### src/rtl/demux_1to8.sv
// demux_1to8: registered 1-to-8 demultiplexer.
//   One lane instance per output channel; each lane owns its data register,
//   its one-cycle valid flag and, optionally, its hit counter.
//   HOLD=0 : lanes not addressed this cycle load zero.
//   HOLD=1 : lanes not addressed this cycle keep their value.
//   Optional feature: define DEMUX_1TO8_HIT_CNT_EN to add cnt_clr / hit_cnt
//   (one 8-bit saturating transfer counter per channel).

module demux_1to8_lane #(
  parameter int WIDTH = 1,
  parameter bit HOLD  = 1'b0
) (
  input  logic             clk,
  input  logic             rst_n,
  input  logic             hit,
  input  logic [WIDTH-1:0] din,
  output logic [WIDTH-1:0] q,
  output logic             vld
`ifdef DEMUX_1TO8_HIT_CNT_EN
  ,
  input  logic             cnt_clr,
  output logic [7:0]       cnt
`endif
);

  // Data/valid register: load on hit, otherwise zero or hold by HOLD.
  always_ff @(posedge clk or negedge rst_n) begin
    if (!rst_n) begin
      q   <= '0;
      vld <= 1'b0;
    end else begin
      vld <= hit;
      if (hit)
        q <= din;
      else if (!HOLD)
        q <= '0;
    end
  end

`ifdef DEMUX_1TO8_HIT_CNT_EN
  // Saturating hit counter; clear beats a same-cycle increment.
  always_ff @(posedge clk or negedge rst_n) begin
    if (!rst_n)
      cnt <= '0;
    else if (cnt_clr)
      cnt <= '0;
    else if (hit && (cnt != 8'hff))
      cnt <= cnt + 8'd1;
  end
`endif

endmodule

module demux_1to8 #(
  parameter int WIDTH = 1,
  parameter bit HOLD  = 1'b0
) (
  input  logic               clk,
  input  logic               rst_n,
  input  logic               en,
  input  logic [WIDTH-1:0]   din,
  input  logic [2:0]         sel,
  output logic [8*WIDTH-1:0] out,
  output logic [7:0]         out_valid
`ifdef DEMUX_1TO8_HIT_CNT_EN
  ,
  input  logic               cnt_clr,
  output logic [63:0]        hit_cnt
`endif
);

  localparam int NUM_LANES = 8;

  logic [NUM_LANES-1:0]            hit;
  logic [NUM_LANES-1:0][WIDTH-1:0] lane_q;
`ifdef DEMUX_1TO8_HIT_CNT_EN
  logic [NUM_LANES-1:0][7:0]       lane_cnt;
`endif

  // One-hot lane strobe; all zero when no transfer this cycle.
  always_comb begin
    hit = '0;
    if (en)
      hit[sel] = 1'b1;
  end

  for (genvar k = 0; k < NUM_LANES; k++) begin : g_lane
    demux_1to8_lane #(
      .WIDTH (WIDTH),
      .HOLD  (HOLD)
    ) u_lane (
      .clk     (clk),
      .rst_n   (rst_n),
      .hit     (hit[k]),
      .din     (din),
      .q       (lane_q[k]),
      .vld     (out_valid[k])
`ifdef DEMUX_1TO8_HIT_CNT_EN
      ,
      .cnt_clr (cnt_clr),
      .cnt     (lane_cnt[k])
`endif
    );
  end

  // Channel k lands at out[k*WIDTH +: WIDTH], channel 0 at the LSBs.
  assign out = lane_q;
`ifdef DEMUX_1TO8_HIT_CNT_EN
  assign hit_cnt = lane_cnt;
`endif

endmodule

### config.mk
export PLATFORM = sky130hd
export DESIGN_NAME = demux_1to8
export DESIGN_NICKNAME = d
export VERILOG_FILES = /design/src/rtl/demux_1to8.sv
export SDC_FILE = /design/constraint.sdc
export NUM_CORES = 1
export LEC_CHECK = 0
export ABC_AREA = 1
export CAP_MARGIN = 20
export CORE_MARGIN = 5
export CORE_UTILIZATION = 35
export DETAILED_ROUTE_END_ITERATION = 10
export PLACE_DENSITY = 0.64
export SYNTH_ARGS = -nofsm -noshare
export SYNTH_HDL_FRONTEND = slang
export SYNTH_SLANG_ARGS = --single-unit
### constraint.sdc
create_clock -name clk -period 0.8 [get_ports clk]
set_input_delay 0.16 -clock clk [delete_from_list [all_inputs] [get_ports clk]]
set_output_delay 0.16 -clock clk [all_outputs]
set_load 0.02 [all_outputs]
==> flow_summary.rst, run 1 <==
.. list-table::
   :header-rows: 1

   * - Metric
     - Value
   * - Result of the run
     - finished with violations
   * - Failing checks
     - negative setup slack
   * - CTS tree
     - done
   * - Initial core utilization
     - 37.4%
   * - Power density over the cells
     - 1740 nW/µm²
   * - Top-area cell type share of the netlist area
     - 60.7%
   * - Final routed wirelength across all metal layers
     - 1.04 mm
   * - Leakage power
     - 0.000475 µW
   * - Height of the chip
     - roughly 53 µm
   * - Count of buffers inserted at the top-level ports
     - 22
   * - Class of the worst hold path
     - in2async
   * - TritonRoute pass-1 iters
     - 2
   * - Yosys warns
     - 0
   * - Number of vias in the routed layout
     - around 400
   * - Part of the Yosys area used for sequential elements
     - 60.7%
   * - Setup Viol. Count Final
     - 16
   * - Netlist cell types
     - 8
   * - Total inserted antenna cells
     - 0
   * - Pre-CTS WS
     - -0.349 ns
   * - Post-route clock period utilization
     - 121%
   * - Synthesized instance count
     - 66
   * - Hold Fails Final Rpt
     - 0
   * - Root buf cell
     - sky130_fd_sc_hd__clkbuf_4
   * - Synthesis-stage register bit count
     - 16
   * - Number of placement rows
     - 15
   * - Proportion of layout cells with a drive suffix above 1
     - a little over a third
   * - Unrepaired setup endpoints after global routing
     - yes
   * - Post-cts hold buffer count
     - 0
   * - Non-filler instance count after layout
     - 102
   * - Total global routing overflow
     - 0
   * - Syn nets
     - 73
   * - CP required
     - 0.64 ns
   * - Post-synth design cell area
     - about 660 µm²
   * - Overall die area
     - 2850 µm²
   * - Number of global-route vias before repair
     - 400
   * - HPWL after detailed placement
     - 823 µm
   * - Worst-path fanout max
     - 1
   * - Share of the core filled with cells in the final layout
     - between 40 and 50%
   * - Endpoint arrival time on the critical path
     - 0.81 ns
   * - Via density
     - 4.00
   * - Cell type with the largest total area after synthesis
     - sky130_fd_sc_hd__dfrtp_1
   * - Worst Setup Path Type
     - reg2out
   * - Maximum single-stage delay on the critical path
     - 0.39 ns
   * - Average cell area after synthesis
     - between 9 and 10 µm²
   * - Number of DRC violations after detailed routing
     - 0
   * - Area Overhead vs Synth
     - 33.0%
   * - Worst hold slack
     - 0.197 ns
   * - Post-route minimum period
     - 0.970 ns
   * - Maximum frequency from static timing analysis
     - around 1000 MHz
   * - Clock edge transition at the registers on the reported setup and hold paths
     - 0.09 ns
   * - # IOs
     - 23
   * - Number of placed cells counting well taps
     - 98
   * - Wire length of the first global-routing pass
     - between 1.5 and 2 mm
   * - Synth top area cells
     - sky130_fd_sc_hd__dfrtp_1 (61%), sky130_fd_sc_hd__buf_4 (18%), sky130_fd_sc_hd__nor2_1 (6.3%)
   * - Number of antenna violations at the first check in global routing
     - 0
   * - Routability Congestion
     - 0.687
   * - Maxcap violations
     - 0
   * - Rel. slew slack
     - 88.6%
   * - WL/cell
     - just over 10 µm
   * - Worst Slack Setup Final
     - -0.170 ns
   * - Delay-heaviest family, CP
     - flip-flops
   * - Initial DRC count
     - 4
   * - CTS sink count
     - 16
   * - Maximum level of the CTS H-tree
     - 1
   * - Worst-case vdd ir drop
     - 0.661 mV
   * - Final Max Tran Viols
     - 0
   * - Maximum number of buffers from clock root to sink
     - 2
   * - CP Buf/Inv Count
     - 1
   * - Setup crit start kind
     - flip-flop
   * - Largest net degree at the start of global routing
     - 17
   * - Core region area
     - 1760 µm²
   * - Overall fraction of global-route tracks in use
     - 8.62%
   * - Kind of end point of the critical path
     - output pin
   * - Critical path's slowest cell
     - sky130_fd_sc_hd__dfrtp_1
   * - Sum of negative setup slack
     - -2.44 ns
   * - Layout Nets
     - 85
   * - Worst-Margin Slew
     - around 0.17 ns
   * - Chip width
     - 53.4 µm
   * - Cells along the critical path
     - buf_6
   * - Antenna Nets Post-Route
     - 0
   * - Total clock buffers created by CTS
     - 3
==> cells in the final DEF, fill, tap and decap left out <==
| cell type | instances |
|---|---|
| sky130_fd_sc_hd__dfrtp_1 | 16 |
| sky130_fd_sc_hd__buf_6 | 16 |
| sky130_fd_sc_hd__nor2_1 | 11 |
| sky130_fd_sc_hd__nand2_1 | 8 |
| sky130_fd_sc_hd__inv_1 | 7 |
| sky130_fd_sc_hd__dlygate4sd2_1 | 4 |
| sky130_fd_sc_hd__nor3_2 | 3 |
| sky130_fd_sc_hd__clkbuf_4 | 3 |
| sky130_fd_sc_hd__nor3_1 | 2 |
| sky130_fd_sc_hd__clkdlybuf4s50_1 | 2 |
| sky130_fd_sc_hd__nor2_2 | 1 |
| sky130_fd_sc_hd__inv_2 | 1 |
| sky130_fd_sc_hd__nand2_2 | 1 |
| sky130_fd_sc_hd__clkbuf_8 | 1 |
| sky130_fd_sc_hd__buf_12 | 1 |
==> per-layer routing <==
metal	track usage [%]	routed length, µm	up-vias
met3	0.845	48	4
met2	14.5	548	13
met1	8.41	400	187
met4	10.2	43	0
li1	-	-	204
met5	0	0	-
==> through the flow <==
stage	cell area (µm²)	power [µW]
2_1_floorplan	659	931
3_3_place_gp	811	1010
3_5_place_dp	811	1010
4_1_cts	872	1530
5_1_grt	877	1580
6_report	877	1530
==> synth_stat cells <==
master / count
sky130_fd_sc_hd__buf_4: 16
sky130_fd_sc_hd__dfrtp_1: 16
sky130_fd_sc_hd__inv_1: 8
sky130_fd_sc_hd__nand2_1: 8
sky130_fd_sc_hd__nand2_2: 1
sky130_fd_sc_hd__nor2_1: 11
sky130_fd_sc_hd__nor2_2: 1
sky130_fd_sc_hd__nor3_1: 5
==> report_power, final <==
part | internal [µW] | switching (µW)
Clock | 277 | 249
Combinational | 73.3 | 94.5
Sequential | 825 | 7.41
Total | 1170 | 351
==> flip-flops by register name, indices dropped and copies added (netlist names) <==
name               count
g_lane.u_lane.q        8
g_lane.u_lane.vld      8
==> timing repair <==
action	4_1_cts	5_1_grt
endpoints found under the setup margin	23	17
pin swaps	3	0
setup buffers	0	0
gates resized for setup	102	2
==> kinds of logic after synthesis <==
kind of cell | count (synthesis) | share of synthesized area [%]
and+or+nand+nor | 26 | 16.5
DFF | 16 | 60.7
buffers and inverters | 24 | 22.8
==> final cells by class <==
cell class	instances	area, µm²
fillers	167	887
repair buffers	23	255
inverters	8	30.0
flip-flops and latches	16	400
well taps	25	31.3
clock buffers	4	36.3
multi-input cells	26	124
==> worst max path at each step <==
stage	startpoint	end	slack, ns	cells past startpoint
2_1_floorplan	g_lane[0].u_lane.q	out[0]	0.16	1
3_3_place_gp	sel[2]	g_lane[4].u_lane.q	-0.32	5
3_5_place_dp	en	g_lane[0].u_lane.q	-0.35	5
4_1_cts	g_lane[2].u_lane.vld	out_valid[2]	-0.17	1
5_1_grt	g_lane[3].u_lane.vld	out_valid[3]	-0.19	1
6_report	g_lane[2].u_lane.vld	out_valid[2]	-0.17	1
(Power assumes the default switching activity.)
==> run 2, diff against run 1 <==
--- a/config.mk
+++ b/config.mk
@@ -10,7 +10,8 @@
 export CORE_MARGIN = 5
 export CORE_UTILIZATION = 35
 export DETAILED_ROUTE_END_ITERATION = 10
-export PLACE_DENSITY = 0.64
+export PLACE_DENSITY = 0.69
 export SYNTH_ARGS = -nofsm -noshare
 export SYNTH_HDL_FRONTEND = slang
+export SYNTH_HIERARCHICAL = 1
 export SYNTH_SLANG_ARGS = --single-unit
==> flow_summary.rst, run 2 <==
.. list-table::
   :header-rows: 1

   * - Metric
     - Value
   * - CTS sink count
     - 16
   * - Post-route minimum period
     - 0.978 ns
   * - Unrepaired setup endpoints after global routing
     - yes
   * - Pre-CTS WS
     - -0.317 ns
   * - Leakage power
     - 0.000535 µW
   * - Part of the Yosys area used for sequential elements
     - 76.4%
   * - Number of placed cells counting well taps
     - a little under 90
   * - Overall fraction of global-route tracks in use
     - 10.2%
   * - Post-route clock period utilization
     - 122%
   * - Routability Congestion
     - 0.688
   * - Final routed wirelength across all metal layers
     - roughly 1.1 mm
   * - Largest net degree at the start of global routing
     - 17
   * - Total inserted antenna cells
     - 0
   * - Total global routing overflow
     - 0
   * - Failing checks
     - negative setup slack
   * - Critical path's slowest cell
     - sky130_fd_sc_hd__dfrtp_1
   * - Number of placement rows
     - 14
   * - Worst-path fanout max
     - 1
   * - Maximum number of buffers from clock root to sink
     - 2
   * - Clock edge transition at the registers on the reported setup and hold paths
     - 0.09 ns
   * - WL/cell
     - 11.5 µm
   * - Cells along the critical path
     - buf_6
   * - Post-cts hold buffer count
     - 0
   * - Synthesized instance count
     - 49
   * - Most frequent cells after synthesis
     - sky130_fd_sc_hd__dfrtp_1 (16), sky130_fd_sc_hd__nand2_1 (14), sky130_fd_sc_hd__inv_1 (11)
   * - Worst Setup Path Type
     - reg2out
   * - Non-filler instance count after layout
     - between 90 and 100
   * - Wire length of the first global-routing pass
     - around 1.7 mm
   * - Total clock buffers created by CTS
     - 3
   * - Fill cell instance count of the final layout
     - 143
   * - CP required
     - 0.64 ns
   * - Number of global-route vias before repair
     - 391
   * - Prevailing post-synth register cell
     - sky130_fd_sc_hd__dfrtp_1
   * - Average cell area after synthesis
     - 10.7 µm²
   * - Worst-Margin Slew
     - 0.276 ns
   * - Asr flop ratio synth
     - 100%
   * - Hold Fails Final Rpt
     - 0
   * - Count of buffers inserted at the top-level ports
     - 22
   * - Height of the chip
     - a little under 50 µm
   * - Dominant cell by count in the synthesized netlist
     - sky130_fd_sc_hd__dfrtp_1
   * - Synth top area cells
     - sky130_fd_sc_hd__dfrtp_1 (76%), sky130_fd_sc_hd__nand2_1 (10%), sky130_fd_sc_hd__inv_1 (7.9%)
   * - Top-area cell type share of the netlist area
     - 76.4%
   * - Kind of end point of the critical path
     - output pin
   * - Power density over the cells
     - 1740 nW/µm²
   * - Post-synth design cell area
     - about 520 µm²
   * - Delay-heaviest family, CP
     - flip-flops
   * - Maximum single-stage delay on the critical path
     - 0.40 ns
   * - Overall die area
     - roughly 2400 µm²
   * - Layout Nets
     - 84
   * - Netlist cell types
     - 4
   * - Setup crit start kind
     - flip-flop
   * - # IOs
     - 23
   * - Area Overhead vs Synth
     - 66.6%
   * - Class of the worst hold path
     - in2async
   * - TritonRoute pass-1 iters
     - 4
   * - Maximum level of the CTS H-tree
     - 1
   * - Core region area
     - roughly 1500 µm²
   * - Yosys warns
     - 6
   * - Worst-case vdd ir drop
     - ~1.3 mV
   * - Total design power
     - 1520 µW
   * - Syn nets
     - between 50 and 60
   * - Initial DRC count
     - 6
   * - Endpoint arrival time on the critical path
     - a little over 0.8 ns
   * - Number of antenna violations at the first check in global routing
     - 0
   * - Registers with the highest flip-flop counts
     - g_lane.u_lane/q: 8 flops, g_lane.u_lane/vld: 8 flops
   * - Via density
     - roughly 4.3
   * - Maximum frequency from static timing analysis
     - 1020 MHz
   * - CTS tree
     - done
   * - Setup Viol. Count Final
     - 16
   * - Proportion of layout cells with a drive suffix above 1
     - 36.8%
   * - Worst Slack Setup Final
     - -0.178 ns
   * - Number of enable-type register cells in the synthesized netlist
     - 0
   * - Cell type with the largest total area after synthesis
     - sky130_fd_sc_hd__dfrtp_1
   * - Post-detailed-placement cell area
     - 785 µm²
   * - Synthesis-stage register bit count
     - 16
   * - Rel. slew slack
     - around 82%
   * - Maxcap violations
     - 0
   * - Initial core utilization
     - 35.6%
   * - Final Max Tran Viols
     - 0
   * - Final design instance area without fill
     - between 800 and 900 µm²
   * - CP Buf/Inv Count
     - 1
   * - Chip width
     - 48.7 µm
   * - HPWL after detailed placement
     - 816 µm
   * - Result of the run
     - finished with violations
   * - Number of vias in the routed layout
     - 399
   * - Antenna Nets Post-Route
     - 0
   * - Number of DRC violations after detailed routing
     - 0
   * - Most used cells in the layout excluding fill and tap cells
     - sky130_fd_sc_hd__dfrtp_1 (16), sky130_fd_sc_hd__buf_6 (16), sky130_fd_sc_hd__inv_1 (11), sky130_fd_sc_hd__nand2_1 (11)
   * - Root buf cell
     - sky130_fd_sc_hd__clkbuf_4
[run 2: cell count changes after synthesis, moves of 3 or more]
cell,previous run,this run
sky130_fd_sc_hd__buf_4,16,0
sky130_fd_sc_hd__nand2_1,8,14
sky130_fd_sc_hd__nor3_1,5,0
sky130_fd_sc_hd__inv_1,8,11
sky130_fd_sc_hd__nor2_1,11,8
[run 2: cell families (layout without fill, tap and decap cells)]
kind of cell | Yosys count | after routing | share of synthesized area [%]
flops | 16 | 16 | 76.4
buf+inv | 11 | 38 | 7.88
simple gates | 22 | 22 | 15.8
[run 2: where the power goes]
part / internal [µW] / switching, µW
Sequential: 825 / 7.94
Combinational: 76.1 / 86.5
Clock: 277 / 247
[run 2: path summary, 6_finish.rpt]
kind | start | end | slack, ns | depth (start not counted)
max | g_lane[2].u_lane/vld | out_valid[2] | -0.18 | 1
min | rst_n | g_lane[7].u_lane/vld | 0.20 | 2
max in group asynchronous | rst_n | g_lane[2].u_lane/q | 0.48 | 2
min in group clk | sel[2] | g_lane[5].u_lane/vld | 0.20 | 3
[run 2: stage by stage]
stage          hold WS (ns)  util [%]  setup TNS, ns
4_1_cts               0.196      57.8          -2.73
2_1_floorplan        -0.136         -              0
5_1_grt               0.191      59.4          -3.12
3_5_place_dp          0.510      53.3          -8.36
6_report              0.198      59.4          -2.51
3_3_place_gp          0.507      53.3          -7.98
[run 2: per-layer routing]
metal	global-route usage [%]	up-vias	wire length (µm)
met5	0	-	0
met1	9.92	187	354
li1	-	193	-
met4	10.8	0	46
met2	15.9	15	570
met3	3.37	4	88
[run 2: what timing repair did]
| item | CTS | global route |
|---|---|---|
| gates resized for setup | 100 | 8 |
| pin swaps | 0 | 1 |
| cloned | 0 | 0 |
| setup buffers | 0 | 0 |
| setup endpoints to repair | 21 | 24 |
[run 2: area by class of cell]
class	count	area, µm²	share of cell area, %
Sequential cell	16	400	45.8
Tap cell	16	20.0	2.29
Inverter	11	41.3	4.73
Timing Repair Buffer	23	270	30.9
Clock buffer	4	36.3	4.15
Multi-Input combinational cell	22	105	12.0
